==> config.mk <==
export PLATFORM = sky130hd
export DESIGN_NAME = uart_tx_fifo
export DESIGN_NICKNAME = d
export VERILOG_FILES = /design/src/rtl/uart_tx_fifo.sv
export SDC_FILE = /design/constraint.sdc
export NUM_CORES = 1
export LEC_CHECK = 0
export CORE_ASPECT_RATIO = 0.9
export CORE_MARGIN = 3
export CORE_UTILIZATION = 45
export DETAILED_ROUTE_END_ITERATION = 7
export GPL_ROUTABILITY_DRIVEN = 0
export PLACE_DENSITY = 0.7
export SLEW_MARGIN = 20
export SYNTH_ARGS = -nofsm -noshare
export SYNTH_HDL_FRONTEND = slang
export SYNTH_SLANG_ARGS = --single-unit
==> constraint.sdc <==
create_clock -name clk -period 3.35 [get_ports clk]
set_clock_uncertainty 0.15 [all_clocks]
set_input_delay 0.67 -clock clk [delete_from_list [all_inputs] [get_ports clk]]
set_output_delay 0.67 -clock clk [all_outputs]
set_load 0.005 [all_outputs]
==> src/rtl/uart_tx_fifo.sv <==
// uart_tx_fifo: FIFO-buffered UART transmitter.
// Frames are 1 start bit, DATA_BITS data bits (LSB first), optional parity, 1 or 2 stop bits.
// Parity mode and stop-bit count are latched when a word is popped, so they apply per frame.
// Queued words go out back-to-back: the next word is popped on the last clk of the last stop bit.
// Tx_s is registered, so it trails the FSM state by one clk and is glitch-free on the pin.
module uart_tx_fifo #(
  parameter int DATA_BITS    = 8,
  parameter int FIFO_DEPTH   = 16,
  parameter int CLKS_PER_BIT = 16
) (
  input  logic                          clk,
  input  logic                          rst,
  input  logic                          in_valid,
  input  logic [DATA_BITS-1:0]          in_data,
  output logic                          in_ready,
  input  logic [1:0]                    parity_mode,
  input  logic                          two_stop,
  output logic                          Tx_s,
  output logic                          busy,
  output logic [$clog2(FIFO_DEPTH):0]   fifo_count,
  output logic                          overflow
);

  localparam int AW = $clog2(FIFO_DEPTH);
  localparam int CW = $clog2(CLKS_PER_BIT);
  localparam int IW = $clog2(DATA_BITS);

  typedef enum logic [2:0] {IDLE, START, DATA, PARITY, STOP} state_t;

  // FIFO storage and bookkeeping
  logic [DATA_BITS-1:0] mem [FIFO_DEPTH];
  logic [AW-1:0]        wr_ptr, rd_ptr;
  logic [AW:0]          count;
  logic                 full, empty, push, pop;

  // Transmitter state
  state_t               state_q, state_d;
  logic [CW-1:0]        clk_cnt;
  logic [IW-1:0]        bit_idx;
  logic                 stop_idx;
  logic [DATA_BITS-1:0] shift;
  logic                 par_en, par_bit, two_stop_q;
  logic                 tx_q, tx_d;
  logic                 bit_last;
  logic [DATA_BITS-1:0] head;

  assign full       = (count == (AW+1)'(FIFO_DEPTH));
  assign empty      = (count == '0);
  assign in_ready   = !full;
  assign push       = in_valid && !full;
  assign fifo_count = count;
  assign busy       = (state_q != IDLE) || !empty;
  assign Tx_s       = tx_q;
  assign bit_last   = (clk_cnt == CW'(CLKS_PER_BIT - 1));
  assign head       = mem[rd_ptr];

  // FIFO data write
  // NOTE: the storage array has no reset; only pointers and count need a known value, and
  // leaving the array unreset lets it map onto plain RAM.
  always_ff @(posedge clk) begin
    if (push) mem[wr_ptr] <= in_data;
  end

  // FIFO pointers, occupancy and sticky overflow flag
  // NOTE: sequential state always uses non-blocking assignments so every register samples
  // the pre-edge values, independent of block ordering.
  always_ff @(posedge clk or posedge rst) begin
    if (rst) begin
      wr_ptr   <= '0;
      rd_ptr   <= '0;
      count    <= '0;
      overflow <= 1'b0;
    end else begin
      if (push) wr_ptr <= wr_ptr + 1'b1;
      if (pop)  rd_ptr <= rd_ptr + 1'b1;
      case ({push, pop})
        2'b10:   count <= count + 1'b1;
        2'b01:   count <= count - 1'b1;
        default: count <= count;
      endcase
      if (in_valid && full) overflow <= 1'b1;
    end
  end

  // FSM state register
  always_ff @(posedge clk or posedge rst) begin
    if (rst) state_q <= IDLE;
    else     state_q <= state_d;
  end

  // Next-state, pop strobe and next serial bit
  // NOTE: every output of this block gets a default first, so no path can infer a latch.
  always_comb begin
    state_d = state_q;
    pop     = 1'b0;
    tx_d    = 1'b1;
    case (state_q)
      IDLE: begin
        tx_d = 1'b1;
        if (!empty) begin
          pop     = 1'b1;
          state_d = START;
        end
      end
      START: begin
        tx_d = 1'b0;
        if (bit_last) state_d = DATA;
      end
      DATA: begin
        tx_d = shift[0];
        if (bit_last && bit_idx == IW'(DATA_BITS - 1))
          state_d = par_en ? PARITY : STOP;
      end
      PARITY: begin
        tx_d = par_bit;
        if (bit_last) state_d = STOP;
      end
      STOP: begin
        tx_d = 1'b1;
        if (bit_last && stop_idx == two_stop_q) begin
          if (!empty) begin
            pop     = 1'b1;
            state_d = START;
          end else begin
            state_d = IDLE;
          end
        end
      end
      default: state_d = IDLE;
    endcase
  end

  // Bit timer, shift register, bit/stop indices, per-frame config and the serial output register
  always_ff @(posedge clk or posedge rst) begin
    if (rst) begin
      clk_cnt    <= '0;
      bit_idx    <= '0;
      stop_idx   <= 1'b0;
      shift      <= '0;
      par_en     <= 1'b0;
      par_bit    <= 1'b0;
      two_stop_q <= 1'b0;
      tx_q       <= 1'b1;
    end else begin
      tx_q <= tx_d;

      if (state_q == IDLE || bit_last) clk_cnt <= '0;
      else                             clk_cnt <= clk_cnt + 1'b1;

      if (state_q != DATA)  bit_idx <= '0;
      else if (bit_last)    bit_idx <= bit_idx + 1'b1;

      if (state_q != STOP)  stop_idx <= 1'b0;
      else if (bit_last)    stop_idx <= 1'b1;

      if (pop) begin
        shift      <= head;
        par_en     <= (parity_mode == 2'b01) || (parity_mode == 2'b10);
        par_bit    <= (parity_mode == 2'b10) ? ~^head : ^head;
        two_stop_q <= two_stop;
      end else if (state_q == DATA && bit_last) begin
        shift <= shift >> 1;
      end
    end
  end

endmodule

==> flow_metrics.tcl <==
set metrics [dict create \
    status "completed" \
    yosys.area_share.simple_pct 7.13 \
    synth_common_cells "edfxtp_1, dfrtp_1, mux4_2, nand2_1, nor2_1" \
    critPathMostFrequentCell "xor2_1" \
    async_flop_share_pct 22.4 \
    synthTopCellsByArea "edfxtp_1, dfrtp_1, mux4_2" \
    postRouteWirelength_mm 12.9 \
    worstSetupEndpointType "flop" \
    drv_cap 0 \
    r2r_slack_ns 0.28 \
    coreArea_um2 14800 \
    overflow 0 \
    area_growth_pct 16.6 \
    cp_num_buf_inv 1 \
    ys.flop_type "edfxtp_1" \
    grt_usage_pct 17.2 \
    cts_setup_buffers 0 \
    grt_pass1_wl_mm 20.9 \
    worst_ep_arrival_time_ns 3.22 \
    clock-sinks 165 \
    clock_path_buffers 2 \
    ys_seq_area_share_pct 69.3 \
    nFillCells 1183 \
    grt_max_degree 38 \
    fin_crit_ns 3.07 \
    grt_pass1_vias 3663 \
    worst_slew_pin_slew_ns 0.621 \
    hpwl_mm 8.39 \
    holdWs_ns 0.314 \
    setup-violations-final 0 \
    synth_top_family_by_area "multiplexers" \
    first_pass_iters 4 \
    p_sw_share_pct 30.2 \
    cts.repair.resized 0 \
    synthCells 405 \
    rows 42 \
    avgSynthCellArea_um2 17.0 \
    synth.most_common_cell "edfxtp_1" \
    syn_nets 431 \
    cts_tree "yes" \
    critPathLaunch "fifo_count[1]$_DFFE_PP0P_" \
    hold_buffers 0 \
    relSlewSlack_pct 58.6 \
    switching_power_mw 2.15 \
    diodes 0 \
    p_leak_nw 2.89 \
    cts-buffers-inserted 17 \
    initial_core_util_pct 46.4 \
    crit_path_start_kind "flop" \
    ios 23 \
    cp_slowest_cell "nor4_1" \
    hp-class "reg2reg" \
    synth_area_leader_cell "edfxtp_1" \
    worstSkewPairLatency_ns 0.43 \
    synth_edf_count 128 \
    synth_compound_area_share_pct 3.42 \
    reg2regPathDepth 12 \
    drt-initial-drc-count 338 \
    intPower_mw 4.98 \
    synth_fa_ha_area_share_pct 2.18 \
    pwr-share-seq_pct 40.6 \
    timing.setup.tns_ns 0 \
    synth-seq-cells 165 \
    port_buffers 22 \
    die_area_um2 16800 \
    synth_area_um2 6880 \
    reg2reg_from "fifo_count[1]$_DFFE_PP0P_" \
    root_buffer "clkbuf_16" \
    path_max_fanout 9 \
    cts.htree.levels 4 \
    hold_viol 0 \
    endpoint "fifo_count[2]$_DFFE_PP0P_" \
    path_clk_slew_ns 0.06 \
    drive_above_1_share_pct 21.5 \
    timing.fmax_ghz 0.326 \
    power-per-cell-area_nw_per_um2 889 \
    vias 3554 \
    critical_path_class "reg2reg" \
    clkPwrFrac_pct 26.8 \
    rsz0062_at_grt "false" \
    crit_chain "nor4_1 -> nor2b_1 -> nand2b_1 -> a21o_1 -> inv_1 -> ha_1 -> xor2_1 -> ha_1 -> a21oi_1 -> xor2_1 -> nor2_1 -> xor2_1" \
    critPathRequiredTime_ns 3.51 \
    seqCellArea_um2 4770 \
    synth_top_area_share_pct 55.9 \
    finalCritPeriodShare_pct 91.6 \
    p_comb_share_pct 32.5 \
    postRouteAntennaNets 0 \
    yosysWarnings 0 \
    synth-xor-area-share_pct 3.38 \
    r2r_end "fifo_count[2]$_DFFE_PP0P_" \
    final_nets 475 \
    antenna_found_initial 0 \
    post-route-util_pct 54.2 \
    peakVddDrop_uv 466 \
    viasPerCell 5.39 \
    cp_num_cells 12 \
    drc 0 \
    synth.distinct_cells 44 \
    multi_input_area_um2 1970 \
    avgRoutedWirePerCell_um 19.6 \
    cp_top_family "simple AND/OR/NAND/NOR gates" \
    fp.dieH_um 123 \
    cpPeakStageDelay_ns 0.52 \
    die_x_um 136 \
    synthMuxAreaShare_pct 12.5 \
    slew_violations 0 \
]
[layout by cell type, fill, tap and decap left out, types with 3 or more instances in the layout]
| cell type | netlist | final |
|---|---|---|
| a221o_1 | 5 | 5 |
| a21oi_1 | 6 | 6 |
| and2_1 | 4 | 4 |
| nor3_1 | 5 | 5 |
| and3_1 | 4 | 4 |
| nor2_1 | 29 | 29 |
| xnor3_1 | 3 | 3 |
| dfrtp_1 | 36 | 35 |
| nand2_1 | 31 | 31 |
| a21o_1 | 3 | 3 |
| nor2b_1 | 5 | 5 |
| xor2_1 | 6 | 6 |
| nand2b_1 | 5 | 5 |
| clkbuf_16 | 0 | 17 |
| nand3_1 | 9 | 9 |
| clkdlybuf4s50_1 | 0 | 22 |
| xnor2_1 | 11 | 11 |
| buf_4 | 0 | 23 |
| o21ai_0 | 9 | 9 |
| mux4_2 | 36 | 36 |
| edfxtp_1 | 128 | 128 |
| ha_1 | 12 | 12 |
| nand3b_1 | 3 | 3 |
| a22oi_1 | 5 | 5 |
| clkinvlp_4 | 0 | 3 |
| inv_6 | 0 | 4 |
| inv_1 | 8 | 8 |
[power groups by stage]
stage / sequential (mW) / clock [mW] / combinational, mW
2_1_floorplan: 2.74 / 0 / 1.90
3_3_place_gp: 2.92 / 0 / 2.28
3_5_place_dp: 2.94 / 0 / 2.35
4_1_cts: 2.90 / 1.95 / 2.37
5_1_grt: 2.95 / 2.03 / 2.55
6_report: 2.90 / 1.91 / 2.32
[metal layers]
layer  global-route usage [%]  share of wire (%)
met3                     4.64                6.6
met1                     24.4                 45
met5                        0                  0
met4                     5.29                1.1
met2                     26.2                 48
[flip-flops by register name, summed over array words and instances, names as in the netlist]
signal      flops
overflow        1
shift           8
two_stop_q      1
wr_ptr          4
bit_idx         3
mem           128
clk_cnt         4
fifo_count      5
par_bit         1
Tx_s            1
par_en          1
state_q         3
rd_ptr          4
stop_idx        1
[area by class of cell]
type	count	share of cell area (%)
Clock inverter	13	1.84
Timing Repair Buffer	47	5.39
Multi-Input combinational cell	210	24.5
Sequential cell	165	59.5
Tap cell	198	3.09
Clock buffer	18	5.35
Inverter	8	0.374
[through the flow]
stage          setup slack [ns]  std cells  power (mW)  cell area, um2
2_1_floorplan            0.0476        405        4.64            6880
3_3_place_gp              0.373        628        5.20            7450
3_5_place_dp              0.311        628        5.29            7450
4_1_cts                   0.284        659        7.21            8030
5_1_grt                  0.0469        659        7.54            8030
6_report                  0.282        659        7.13            8030
[worst register-to-register path: stages, from the launching register on]
cell	delay, ns
dfrtp_1	0.47
nor4_1	0.52
nor2b_1	0.26
nand2b_1	0.15
a21o_1	0.11
inv_1	0.06
ha_1	0.28
xor2_1	0.18
ha_1	0.21
a21oi_1	0.16
xor2_1	0.18
nor2_1	0.07
xor2_1	0.14
[worst min-delay path by stage]
stage / from / slack (ns) / endpoint / cells past startpoint
CTS: overflow$_DFFE_PP0P_ / 0.32 / overflow$_DFFE_PP0P_ / 1
global placement: clk_cnt[0]$_DFF_PP0_ / 0.30 / clk_cnt[0]$_DFF_PP0_ / 1
global route: overflow$_DFFE_PP0P_ / 0.33 / overflow$_DFFE_PP0P_ / 1
finish: clk_cnt[0]$_DFF_PP0_ / 0.31 / clk_cnt[0]$_DFF_PP0_ / 1
floorplan: clk_cnt[0]$_DFF_PP0_ / 0.28 / clk_cnt[0]$_DFF_PP0_ / 1
detailed placement: overflow$_DFFE_PP0P_ / 0.31 / overflow$_DFFE_PP0P_ / 1
[logic make-up after synthesis]
logic type	count (synthesis)
flops	165
mux	40
simple gates	103
fa+ha+maj	12
buf+inv	30
xor+xnor	21
compound gates	34
(Power assumes the default switching activity.)
